`src/rtl/clint_responder_if.sv`:
```
// Data-bus request/response bundle between the core (master) and a
// data-side responder such as the CLINT (slave).
interface clint_responder_if;

  typedef struct packed {
    logic        valid;
    logic [63:0] addr;
    logic [2:0]  size;
    logic [7:0]  strobe;
    logic [63:0] data;
  } dbus_req_t;

  typedef struct packed {
    logic        addr_ok;
    logic        data_ok;
    logic [63:0] data;
  } dbus_resp_t;

  dbus_req_t  dreq;
  dbus_resp_t dresp;

  modport master (output dreq, input dresp);
  modport slave  (input dreq, output dresp);

endinterface

```
`src/rtl/clint_responder.sv`:
```
// Core-local interruptor: msip / mtimecmp / free-running mtime behind a
// 64 KiB data-bus window, driving the core's timer and software interrupts.
module clint_responder #(
  parameter logic [63:0] BASE     = 64'h0000_0000_0200_0000,
  parameter int unsigned TICK_DIV = 1
) (
  input  logic               clk,
  input  logic               reset,
  clint_responder_if.slave   bus,
  output logic               trint,
  output logic               swint
);

  localparam logic [12:0]   IDX_MSIP     = 13'h0000;
  localparam logic [12:0]   IDX_MTIMECMP = 13'h0800;
  localparam logic [12:0]   IDX_MTIME    = 13'h17FF;
  localparam int            PW           = (TICK_DIV > 1) ? $clog2(TICK_DIV) : 1;
  localparam logic [PW-1:0] PRESC_MAX    = PW'(TICK_DIV - 1);

  typedef enum logic {IDLE, RESP} state_t;

  state_t        state, state_nx;
  logic          hit, accept, commit;
  logic [12:0]   req_idx, idx_q;
  logic [7:0]    strb_q;
  logic [63:0]   wdata_q, rdata_q, rd_val;
  logic [63:0]   mtime, mtimecmp, mtime_inc;
  logic          msip;
  logic [PW-1:0] presc;
  logic          tick;
  logic          unused_bits;

  assign hit         = (bus.dreq.addr[63:16] == BASE[63:16]);
  assign req_idx     = bus.dreq.addr[15:3];
  assign unused_bits = ^{bus.dreq.addr[2:0], bus.dreq.size};

  function automatic logic [63:0] merge_bytes(input logic [63:0] old_v,
                                              input logic [63:0] new_v,
                                              input logic [7:0]  strb);
    logic [63:0] v;
    v = old_v;
    for (int i = 0; i < 8; i++)
      if (strb[i]) v[8*i +: 8] = new_v[8*i +: 8];
    return v;
  endfunction

  always_comb begin
    // NOTE: every always_comb output gets a default first so no path leaves it unassigned (no latch).
    state_nx = state;
    accept   = 1'b0;
    commit   = 1'b0;
    unique case (state)
      IDLE: if (bus.dreq.valid && hit) begin
        accept   = 1'b1;
        state_nx = RESP;
      end
      RESP: begin
        commit   = 1'b1;
        state_nx = IDLE;
      end
      default: state_nx = IDLE;
    endcase
  end

  always_comb begin
    rd_val = 64'h0;
    unique case (req_idx)
      IDX_MSIP:     rd_val = {63'h0, msip};
      IDX_MTIMECMP: rd_val = mtimecmp;
      IDX_MTIME:    rd_val = mtime;
      default:      rd_val = 64'h0;
    endcase
  end

  assign bus.dresp = {state == RESP, state == RESP, (state == RESP) ? rdata_q : 64'h0};

  // NOTE: sequential state uses non-blocking (<=) so every register samples pre-edge values.
  always_ff @(posedge clk or posedge reset) begin
    if (reset) state <= IDLE;
    else       state <= state_nx;
  end

  // NOTE: request/read-data holding registers are not reset; the response is gated by state.
  always_ff @(posedge clk) begin
    if (accept) begin
      idx_q   <= req_idx;
      strb_q  <= bus.dreq.strobe;
      wdata_q <= bus.dreq.data;
      rdata_q <= rd_val;
    end
  end

  assign tick      = (presc == PRESC_MAX);
  assign mtime_inc = mtime + {63'h0, tick};

  // A bus write to mtime overrides only its strobed bytes of the incremented value.
  always_ff @(posedge clk or posedge reset) begin
    if (reset) begin
      presc    <= '0;
      mtime    <= 64'h0;
      mtimecmp <= '1;
      msip     <= 1'b0;
      trint    <= 1'b0;
      swint    <= 1'b0;
    end else begin
      presc <= tick ? '0 : presc + 1'b1;
      trint <= (mtime >= mtimecmp);
      swint <= msip;
      if (commit && idx_q == IDX_MTIME) mtime <= merge_bytes(mtime_inc, wdata_q, strb_q);
      else                              mtime <= mtime_inc;
      if (commit && idx_q == IDX_MTIMECMP) mtimecmp <= merge_bytes(mtimecmp, wdata_q, strb_q);
      if (commit && idx_q == IDX_MSIP && strb_q[0]) msip <= wdata_q[0];
    end
  end

endmodule

```
`src/flat_wrapper.sv`:
```
// flat-port wrapper written by rule: the top's interface ports become plain ports
module clint_responder_flat 
#(
  parameter logic [63:0] BASE     = 64'h0000_0000_0200_0000,
  parameter int unsigned TICK_DIV = 1
)
  (clk, reset, trint, swint, bus_dreq, bus_dresp);
  clint_responder_if bus_i ();
  input  logic clk;
  input  logic reset;
  output logic trint;
  output logic swint;
  input wire logic [$bits(bus_i.dreq)-1:0] bus_dreq;
  output wire logic [$bits(bus_i.dresp)-1:0] bus_dresp;
  assign bus_i.dreq = bus_dreq;
  assign bus_dresp = bus_i.dresp;
  clint_responder #(.BASE(BASE), .TICK_DIV(TICK_DIV)) u_core (.clk(clk), .reset(reset), .bus(bus_i), .trint(trint), .swint(swint));
endmodule
```
`config.mk`:
```
export PLATFORM = sky130hd
export DESIGN_NAME = clint_responder_flat
export DESIGN_NICKNAME = d
export VERILOG_FILES = /design/src/rtl/clint_responder_if.sv /design/src/rtl/clint_responder.sv /design/src/flat_wrapper.sv
export SDC_FILE = /design/constraint.sdc
export NUM_CORES = 1
export LEC_CHECK = 0
export BUFFER_PORTS_ARGS = -buffer_cell sky130_fd_sc_hd__buf_2
export CAP_MARGIN = 10
export CORE_MARGIN = 8
export CORE_UTILIZATION = 59
export CTS_BUF_LIST = sky130_fd_sc_hd__clkbuf_4
export CTS_CLUSTER_DIAMETER = 150
export DETAILED_ROUTE_END_ITERATION = 6
export PLACE_DENSITY_LB_ADDON = 0.15
export RECOVER_POWER = 100
export SLEW_MARGIN = 5
export SYNTH_ARGS = -nofsm -noshare
export SYNTH_HDL_FRONTEND = slang
export SYNTH_SLANG_ARGS = --single-unit
export TNS_END_PERCENT = 30
```
`constraint.sdc`:
```
create_clock -name clk -period 14.65 [get_ports clk]
set_input_delay 2.93 -clock clk [delete_from_list [all_inputs] [get_ports clk]]
set_output_delay 2.93 -clock clk [all_outputs]
set_load 0.01 [all_outputs]
```
# After elaboration in Yosys (flattened, before gate mapping)
# Index checks and enable logic that the tools add are counted.
classes:
  n_mux: 16
  addsub: 2
  n_bitwise: 2
  order_cmp: 1
  reduce_logical: 15
  eq_ne: 5
op_table:
  columns: ["cell", "n"]
  rows:
  - ["case mux 64 bit (3 select lines)", 1]
  - ["two-way mux 64 bit", 2]
  - ["adder 64 x 1 -> 64 bit", 1]
  - [">= comparator 64 bit", 1]
  - ["two-way mux 8 bit", 8]
  - ["equality test 48 x 10 -> 1 bit, second input constant", 1]
  - ["equality test 13 x 12 -> 1 bit, second input constant", 2]
  - ["equality test 13 bit, second input constant", 2]
  - ["logical NOT 13 bit", 2]
  - ["AND reduction 2 bit", 8]
  - ["logical AND 1 bit", 5]
  - ["two-way mux 1 bit", 4]
  - ["NOT 1 bit", 2]
  - ["case mux 1 bit (2 select lines)", 1]
  - ["adder 1 bit, second input constant", 1]
word_totals:
  output_inout_bits: 68
  reg_bits: 282

# Longest topological paths before layout
logic_depth:
  ltp_word: 4
  depth_mapped: 8
  ltp_nobuf: 8

# Least setup slack after synthesis
# No wires, ideal clock.
synth_path:
  path_type: "input -> register"
  startpoint: "input port bus_dreq[104]"
  endpoint: "register u_core.state"
  path_slack_ps: -496
  t_arrival_ps: 13987
  path_buffers: 0
  path_stages: 3
  cell_sequence: "or4_1 > or4_1 > nor3_1"
synth_between:
  elab_chain_cells: 4
synth_lines:
  columns: ["item", "line_no", "source"]
  rows:
  - ["from (decl)", "flat_wrapper.sv:13", "input wire logic [$bits(bus_i.dreq)-1:0] bus_dreq;"]
  - ["equality test 48 x 10 -> 1 bit", "clint_responder.sv:33", "assign hit = (bus.dreq.addr[63:16] == BASE[63:16]);"]
  - ["logical AND 1 bit", "clint_responder.sv:53", "IDLE: if (bus.dreq.valid && hit) begin"]
  - ["two-way mux 1 bit", "clint_responder.sv:53", null]
  - ["case mux 1 bit (2 select lines)", "clint_responder.sv:52", "unique case (state)"]
  - ["to (signal assigned)", "clint_responder.sv:80", "else state <= state_nx;"]
  - ["to (decl)", "clint_responder.sv:22", "state_t state, state_nx;"]
# Every way passes these cells.
# A chain may end at the register's enable or synchronous reset.

==> impl_metrics.ini <==
[run_status]
outcome = finished with violations
violations = capacitance limit, slew limit

[floorplan]
die_x_um = 169.4
coreArea_um2 = 23260
ios = 210
die_area_um2 = 28710
fp.dieH_um = 169.4
start_util_pct = 59.71
fp-row-count = 56

[global_route]
grt_util_all_layers_pct = 22.04
antenna_found_initial = 1
grt.overflow.total = 0
grt_pass1_vias = 9893
grt_pass1_wl_um = 50520
grt_max_degree = 151

[sta]
rsz0062_at_grt = false
fin_skew_ns = 0.04441
hold_viol = 0
setup_viol = 0
fmax_ghz = 0.1272
drv_slew = 270
worst_pin_slew_ns = 4.441
post-route-min-period_ns = 7.859
finalCritPeriodShare_pct = 53.64
fin_setup_tns_ns = 0
slew_headroom_pct = -196.1

[synth]
synth.distinct_cells = 50
synth_top_area_cell = edfxtp_1
netlist_instances = 1106
synth_commonest_cells = edfxtp_1, and2_1, inv_1, dfrtp_1
synthArstFlopShare_pct = 46.98
yosys-top-cells-area = edfxtp_1, dfrtp_1, dfstp_2, mux2_4, ha_1
synth_nets = 1313
yosysMostFrequentCell = edfxtp_1
seq_area_frac_synth_pct = 56.57
synth_edf_count = 149
ys_warn_count = 0
yosysTopAreaCellShare_pct = 32.21
syn_area_per_cell_um2 = 12.56
netlist_area_um2 = 13890
synth_ff_type = edfxtp_1
synth_seq_cells = 281

[routing]
drtAntennaViolNets = 0
wirelength_um = 31480
route.detailed.drc = 0
via_per_inst = 5.506
wl_per_cell_um = 18.10
num_vias = 9575
firstDrtPassIters = 6
initialDrtViolationCount = 613

[power]
p_leak_nw = 6.461
cellPowerDensity_nw_per_um2 = 99.92
ir_worst_vdd_uv = 76.50

[final_layout]
syn2layout_area_growth_pct = 13.55
instances_no_fill = 1739
fillers = 1901
drive_above_1_share_pct = 26.09
nets = 1561

[cts]
cts_tree = yes
cts_hold_buf = 0
cts-root-buf = clkbuf_4
postCtsSetupBuffers = 0
cts_sinks = 281
cts_buffers = 76
clk_latency_ns = 0.71
path_clk_slew_ns = 0.07
clockBufferDepth = 3
cts_max_level = 3
cts-resized-gates = 0

[place]
dp.cells = 1595
dp_hpwl_um = 20880
io_buffers = 203
gp_congestion = 0.8312

[setup_path]
worst_setup_path_start_kind = input port
worst-path-max-fanout = 82
required_ns = 14.38
setup.worst_path.start = reset
endpoint_kind = asynchronous set/reset pin
cp_cell_sequence = buf_2, clkinvlp_2, clkbuf_1
crit_type = in -> async
critPathTopFamily = buffers and inverters
crit_buf_inv = 3
cpPeakStageDelay_ns = 3.20
r2r-start = u_core.state
worstPathArrival_ns = 7.59
crit_slowest_cell = clkbuf_1

[job]
cap_violations = 4

[hold_path]
hp-start = u_core.msip
hold_path.class = reg -> reg
## sequential cells by signal, summed over array words and instances (netlist names)
register	flops
u_core.mtime	64
u_core.trint	1
u_core.idx_q	13
u_core.mtimecmp	64
u_core.swint	1
u_core.state	1
u_core.rdata_q	64
u_core.msip	1
u_core.strb_q	8
u_core.wdata_q	64
## path summary, 6_finish.rpt
check	endpoint	slack [ns]	depth (start not counted)
setup / recovery	u_core.mtime[49]	6.79	3
hold / removal	u_core.swint	0.41	0
setup reg to reg	u_core.mtime[22]	10.52	5
hold reg to reg	u_core.swint	0.41	0
max in group clk	u_core.rdata_q[51]	8.59	6
min in group asynchronous	u_core.mtime[20]	2.85	2
## where the power goes
group	switching [mW]	internal (mW)
Sequential	0	0.831
Combinational	0.0145	0.0125
Clock	0.324	0.394
## layer usage
metal / wire length, µm / vias to the layer above / GRT usage, %
met5: 0 / - / 0
met4: 687 / 0 / 8.157
met3: 1709 / 63 / 4.652
met2: 15460 / 262 / 36.82
met1: 13620 / 4651 / 27.98
li1: - / 4599 / -
## logic make-up (layout without fill, tap and decap cells)
| group | Yosys count | after routing | share of synthesized area (%) |
|---|---|---|---|
| compound gates | 184 | 184 | 8.783 |
| xor+xnor | 62 | 62 | 3.910 |
| fa+ha+maj | 65 | 65 | 5.855 |
| buf+inv | 113 | 425 | 3.612 |
| flops | 281 | 281 | 56.57 |
| mux | 68 | 68 | 7.071 |
| other cells | 0 | 2 | 0 |
| simple gates | 333 | 333 | 14.20 |
## final cells by class
cell class,count,area [µm²],area share (%)
Multi-Input combinational cell,712,5204,32.99
Sequential cell,281,7858,49.82
Clock buffer,121,908.4,5.760
Clock inverter,21,120.1,0.7616
Inverter,72,271.5,1.722
Timing Repair Buffer,211,1006,6.378
Tap cell,319,399.1,2.531
Antenna cell,2,5.005,0.03173
## stage by stage
stage	hold slack [ns]	worst slack, ns	utilization [%]	total power, mW	cell area (µm²)
2_1_floorplan	0.3696	4.318	-	0.8527	13890
3_3_place_gp	0.3811	9.310	65.30	0.8740	15190
3_5_place_dp	0.3835	9.285	65.30	0.8749	15190
4_1_cts	0.4159	9.415	69.72	1.600	16220
5_1_grt	0.4344	5.650	67.79	1.643	15770
6_report	0.4104	6.791	67.80	1.576	15770
## placed cells by master (no fill, tap or decap), drive strengths merged, types with 2 or more instances in the layout
cell type and count:
ha 65, diode 2, o21ai 42, dfrtp 68, a21oi 58, a21o 12
nor4 23, xor2 52, xnor2 10, clkinvlp 3, edfxtp 149, clkbuf 181
or4 4, nor2 43, and2 76, nor3 7, and4 11, mux2 67
clkinv 16, inv 73, and3 11, dfstp 64, nand3 39, nand2 76
nand4 42, buf 151, a22o 64
Note: power is estimated with default switching activity, not from simulation.
